$ cat config.mk
export PLATFORM = sky130hd
export DESIGN_NAME = seq_divider
export DESIGN_NICKNAME = d
export VERILOG_FILES = /design/src/rtl/seq_divider.sv
export SDC_FILE = /design/constraint.sdc
export NUM_CORES = 1
export LEC_CHECK = 0
export ABC_AREA = 1
export ABC_CLOCK_PERIOD_IN_PS = 2400
export CAP_MARGIN = 20
export CELL_PAD_IN_SITES_DETAIL_PLACEMENT = 1
export CELL_PAD_IN_SITES_GLOBAL_PLACEMENT = 2
export CORE_ASPECT_RATIO = 0.8
export CORE_UTILIZATION = 33
export CTS_BUF_LIST = sky130_fd_sc_hd__clkbuf_4 sky130_fd_sc_hd__clkbuf_8
export DETAILED_ROUTE_END_ITERATION = 7
export GPL_ROUTABILITY_DRIVEN = 0
export HOLD_SLACK_MARGIN = 0.03
export PLACE_DENSITY = 0.93
export SLEW_MARGIN = 20
export SYNTH_ARGS = -nofsm -noshare
export SYNTH_HDL_FRONTEND = slang
export SYNTH_SLANG_ARGS = --single-unit
export TNS_END_PERCENT = 20
$ cat constraint.sdc
create_clock -name clk -period 2.4 [get_ports clk]
set_input_delay 0.6 -clock clk [delete_from_list [all_inputs] [get_ports clk]]
set_output_delay 0.6 -clock clk [all_outputs]
set_load 0.05 [all_outputs]
$ cat src/rtl/seq_divider.sv
// seq_divider: sequential unsigned restoring divider, one quotient bit per clock.
//
// Divides a 2N-bit dividend by an N-bit divisor. The quotient and remainder are N bits wide.
// A request is accepted on start while the unit is idle or just completing.
// Divide-by-zero and quotient overflow are detected when the request is accepted.
// In those cases the unit completes in one cycle without iterating.
//
// Ports:
//   clk          rising-edge clock
//   rst          asynchronous active-high reset
//   start        request a division (ignored while busy)
//   dividend     2N-bit unsigned dividend, sampled on acceptance
//   divisor      N-bit unsigned divisor, sampled on acceptance
//   busy         high while iterating
//   done         one-cycle completion pulse; results/flags valid while high
//   quotient     N-bit quotient, held until the next completion
//   remainder    N-bit remainder, held until the next completion
//   div_by_zero  divisor was zero (held with results)
//   overflow     true quotient exceeded N bits (held with results)
module seq_divider #(
    parameter int unsigned N = 8
) (
    input  logic           clk,
    input  logic           rst,
    input  logic           start,
    input  logic [2*N-1:0] dividend,
    input  logic [N-1:0]   divisor,
    output logic           busy,
    output logic           done,
    output logic [N-1:0]   quotient,
    output logic [N-1:0]   remainder,
    output logic           div_by_zero,
    output logic           overflow
);

    localparam int unsigned CW = $clog2(N + 1);

    typedef enum logic [1:0] {StIdle, StCalc, StDone} state_e;

    state_e        state_q, state_d;
    logic [N-1:0]  rem_q, rem_d;          // partial remainder, always < divisor
    logic [N-1:0]  lo_q, lo_d;            // low dividend bits still to consume, MSB first
    logic [N-1:0]  quo_q, quo_d;          // quotient bits collected so far
    logic [N-1:0]  dsr_q, dsr_d;
    logic [CW-1:0] cnt_q, cnt_d;
    logic [N-1:0]  quotient_q, quotient_d;
    logic [N-1:0]  remainder_q, remainder_d;
    logic          dbz_q, dbz_d;
    logic          ovf_q, ovf_d;

    logic          accept;
    logic [N:0]    trial;
    logic [N-1:0]  diff;
    logic          qbit;

    always_comb begin
        state_d     = state_q;
        rem_d       = rem_q;
        lo_d        = lo_q;
        quo_d       = quo_q;
        dsr_d       = dsr_q;
        cnt_d       = cnt_q;
        quotient_d  = quotient_q;
        remainder_d = remainder_q;
        dbz_d       = dbz_q;
        ovf_d       = ovf_q;

        accept = start && (state_q != StCalc);
        trial  = {rem_q, lo_q[N-1]};
        qbit   = (trial >= {1'b0, dsr_q});
        // The true difference is below the divisor, so modulo-2^N subtraction is exact.
        diff   = trial[N-1:0] - dsr_q;

        case (state_q)
            StIdle, StDone: begin
                state_d = StIdle;
                if (accept) begin
                    dsr_d = divisor;
                    lo_d  = dividend[N-1:0];
                    rem_d = dividend[2*N-1:N];
                    quo_d = '0;
                    cnt_d = CW'(N);
                    if (divisor == '0) begin
                        state_d     = StDone;
                        quotient_d  = '1;
                        remainder_d = '0;
                        dbz_d       = 1'b1;
                        ovf_d       = 1'b0;
                    end else if (dividend[2*N-1:N] >= divisor) begin
                        state_d     = StDone;
                        quotient_d  = '1;
                        remainder_d = '0;
                        dbz_d       = 1'b0;
                        ovf_d       = 1'b1;
                    end else begin
                        state_d = StCalc;
                    end
                end
            end
            StCalc: begin
                rem_d = qbit ? diff : trial[N-1:0];
                lo_d  = lo_q << 1;
                quo_d = (quo_q << 1) | N'(qbit);
                cnt_d = cnt_q - CW'(1);
                if (cnt_q == CW'(1)) begin
                    state_d     = StDone;
                    quotient_d  = quo_d;
                    remainder_d = rem_d;
                    dbz_d       = 1'b0;
                    ovf_d       = 1'b0;
                end
            end
            default: state_d = StIdle;
        endcase
    end

    always_ff @(posedge clk or posedge rst) begin
        if (rst) begin
            state_q     <= StIdle;
            rem_q       <= '0;
            lo_q        <= '0;
            quo_q       <= '0;
            dsr_q       <= '0;
            cnt_q       <= '0;
            quotient_q  <= '0;
            remainder_q <= '0;
            dbz_q       <= 1'b0;
            ovf_q       <= 1'b0;
        end else begin
            state_q     <= state_d;
            rem_q       <= rem_d;
            lo_q        <= lo_d;
            quo_q       <= quo_d;
            dsr_q       <= dsr_d;
            cnt_q       <= cnt_d;
            quotient_q  <= quotient_d;
            remainder_q <= remainder_d;
            dbz_q       <= dbz_d;
            ovf_q       <= ovf_d;
        end
    end

    assign busy        = (state_q == StCalc);
    assign done        = (state_q == StDone);
    assign quotient    = quotient_q;
    assign remainder   = remainder_q;
    assign div_by_zero = dbz_q;
    assign overflow    = ovf_q;

endmodule
==> out/metrics.csv <==
stage,metric,value,unit
run_status,status,finished with violations,
run_status,failing checks,DRC,
logic_synthesis,top_reg_cell synth,dfrtp_1,
placed_design,DP Wirelength,6980,um
finish,most frequent cells in the layout,"135 x nand2_1, 55 x inv_1, 55 x dfrtp_1",
detailed_routing,DRT Pass-1 Iters,7,
finish,Final nets,512,
finish,diode count,0,
clock_tree,Clock Latency Late Sink,0.31,ns
run,Max-cap violations,0,
die,Ports,47,
logic_synthesis,Mapped Area,0.003188,mm2
timing,achievable clock frequency,0.4568,GHz
timing,setup TNS,0,ns
clock_tree,"Hold-fix buffers, CTS",0,
logic_synthesis,Post-synth EDFFs,0,
clock_tree,TritonCTS clock tree,yes,
logic_synthesis,Post-synth ARST share,100.0,%
logic_synthesis,mux cell area share after synthesis,0,%
finish,area grow syn2layout,24.29,%
timing,Final period util,91.22,%
placed_design,Place WS,-0.1225,ns
grt,grt ovf,0,
hold_path,Hold Path Class,flip-flop to flip-flop,
detailed_routing,WL final,8767,um
grt,vias in the first global route,3043,
die,Horiz. Die Dim,111.9,um
die,starting density of the core,34.54,%
logic_synthesis,yosys warns,0,
setup_path,crit path DAT,2.44,ns
clock_tree,Root Driver,clkbuf_8,
detailed_routing,vias,2858,
power,LEAKAGE,2.034,nW
power,peak supply drop,0.4095,mV
finish,Final Instance Count excl. Fillers,582,
setup_path,startpoint types,input pin,
clock_tree,CTS max path bufs,2,
logic_synthesis,Adder-Cell Fraction of Synth Area,7.692,%
timing,Final Hold Fails,0,
timing,worst slew pin tran,0.5724,ns
setup_path,worst-path fanout max,15,
grt,Total GRT Usage,18.52,%
finish,"commonest non-fill, non-tap cell in the layout",nand2_1,
timing,Final Max Tran Viols,0,
timing,Fin Hold WS,0.4996,ns
placed_design,I/O Buffers,46,
die,row cnt,31,
logic_synthesis,number of synthesized register bits,55,
setup_path,Setup CP Type,input pin to flip-flop,
setup_path,Setup crit end kind,flip-flop,
clock_tree,CTS sink count,55,
die,die area,0.01006,mm2
timing,max_slew headroom,61.75,%
finish,share of layout cells above drive strength 1,9.208,%
logic_synthesis,post-synthesis xor/xnor area fraction,1.099,%
logic_synthesis,Cells after Synth,412,
power,pwr dens,1560,mW/mm2
timing,unrepaired setup endpoints after global routing,false,
placed_design,dpl cells,574,
grt,initial antenna violation count,0,
logic_synthesis,Cell variety after synth,32,
logic_synthesis,Post-Syn Nets,458,
detailed_routing,DRC,4,
logic_synthesis,average cell area after synthesis,7.738,um2
setup_path,CP required,2.65,ns
logic_synthesis,compound-gate portion of the synthesized area,6.829,%
clock_tree,post-CTS setup buffers,0,
grt,largest net degree at the start of global routing,56,
timing,Final Skew,0.01166,ns
grt,first-pass GRT wire length,15030,um
timing,fin worst setup slack,0.2108,ns
timing,Final min period,2.189,ns
detailed_routing,remaining antenna violation count after routing,0,
clock_tree,H-tree depth,2,
die,height of the die,89.91,um
timing,"Setup violations, final",0,
clock_tree,post_cts resized,0,
detailed_routing,routed len/inst,15.06,um
logic_synthesis,Synth Area in Simple Gates,32.14,%
logic_synthesis,main combinational cell family by area after synthesis,simple AND/OR/NAND/NOR gates,
clock_tree,Worst-path clk slew,0.10,ns
detailed_routing,vias per cell,4.911,
clock_tree,CTS Buf Count,5,
detailed_routing,DRT iter0 DRCs,125,
die,Core Region,0.009231,mm2
logic_synthesis,"Seq/Total Area, Yosys",43.17,%
metal layers:
| layer | vias up | part of all wire, % | track usage (%) |
|---|---|---|---|
| li1 | 1430 | - | - |
| met1 | 1367 | 52 | 26.81 |
| met2 | 57 | 45 | 29.30 |
| met3 | 4 | 3.3 | 3.034 |
| met4 | 0 | 0.39 | 3.266 |
| met5 | - | 0 | 0 |
worst paths after layout:
check	to	depth (start not counted)	slack, ns	startpoint
min in group asynchronous	lo_q[5]	3	0.64	rst
worst min-delay path	lo_q[4]	2	0.50	lo_q[4]
max in group asynchronous	rem_q[1]	3	1.50	rst
worst max register to register	remainder[4]	12	0.34	lo_q[7]
worst min register to register	lo_q[4]	2	0.50	lo_q[4]
worst max-delay path	remainder[6]	11	0.21	divisor[3]
state kept, by name, summed over array words and instances (netlist names):
register,flops
rem_q,8
div_by_zero,1
quo_q,7
quotient,8
lo_q,8
cnt_q,4
overflow,1
dsr_q,8
remainder,8
state_q,2
critical path, stage by stage:
cell             delay [ns]
clkdlybuf4s50_1        0.47
inv_2                  0.05
ha_1                   0.30
a21oi_1                0.19
nand2_1                0.08
nand2_1                0.08
nand4_2                0.11
nand2_2                0.16
buf_4                  0.22
nand3_1                0.10
nand2_1                0.09
cell type report:
class	count	area, um2
Timing Repair Buffer	60	585.6
Clock buffer	5	68.82
Multi-Input combinational cell	286	1523
Inverter	58	217.7
Clock inverter	3	47.55
Sequential cell	55	1376
Tap cell	115	143.9
Fill cell	1171	5269
kinds of logic (layout without fill, tap and decap cells):
group / count (synthesis) / in the layout
AND/OR/NAND/NOR: 226 / 226
buffers and inverters: 71 / 126
flip-flops: 55 / 55
AO/OA/AOI/OAI: 37 / 37
adder cells (fa/ha/maj): 19 / 19
XOR/XNOR: 4 / 4
Yosys cell counts, types with 3 or more instances:
library cell | count | area (um2)
nor2_1 | 13 | 48.80
dfrtp_1 | 55 | 1376
nand2_2 | 3 | 18.77
clkbuf_1 | 4 | 15.01
nand3_1 | 50 | 250.2
nand2_1 | 135 | 506.7
o21ai_0 | 18 | 90.09
o22ai_1 | 8 | 50.05
ha_1 | 18 | 225.2
buf_1 | 3 | 11.26
a21oi_1 | 6 | 30.03
nand4_1 | 12 | 75.07
buf_2 | 3 | 15.01
or2_2 | 4 | 25.02
inv_1 | 56 | 210.2
per-stage QoR:
step	power [mW]	utilization (%)	cell area (um2)
3_5_place_dp	5.570	41.66	3846
4_1_cts	6.240	42.92	3963
2_1_floorplan	4.371	-	3188
3_3_place_gp	5.412	41.66	3846
6_report	6.183	42.92	3963
5_1_grt	6.766	42.92	3963
power by group:
group	leakage, nW	switching [mW]	internal, mW
Sequential	0.687	0.265	1.37
Combinational	1.29	2.56	1.35
Clock	0.0587	0.329	0.317
Total	2.03	3.15	3.03
(Power assumes the default switching activity.)
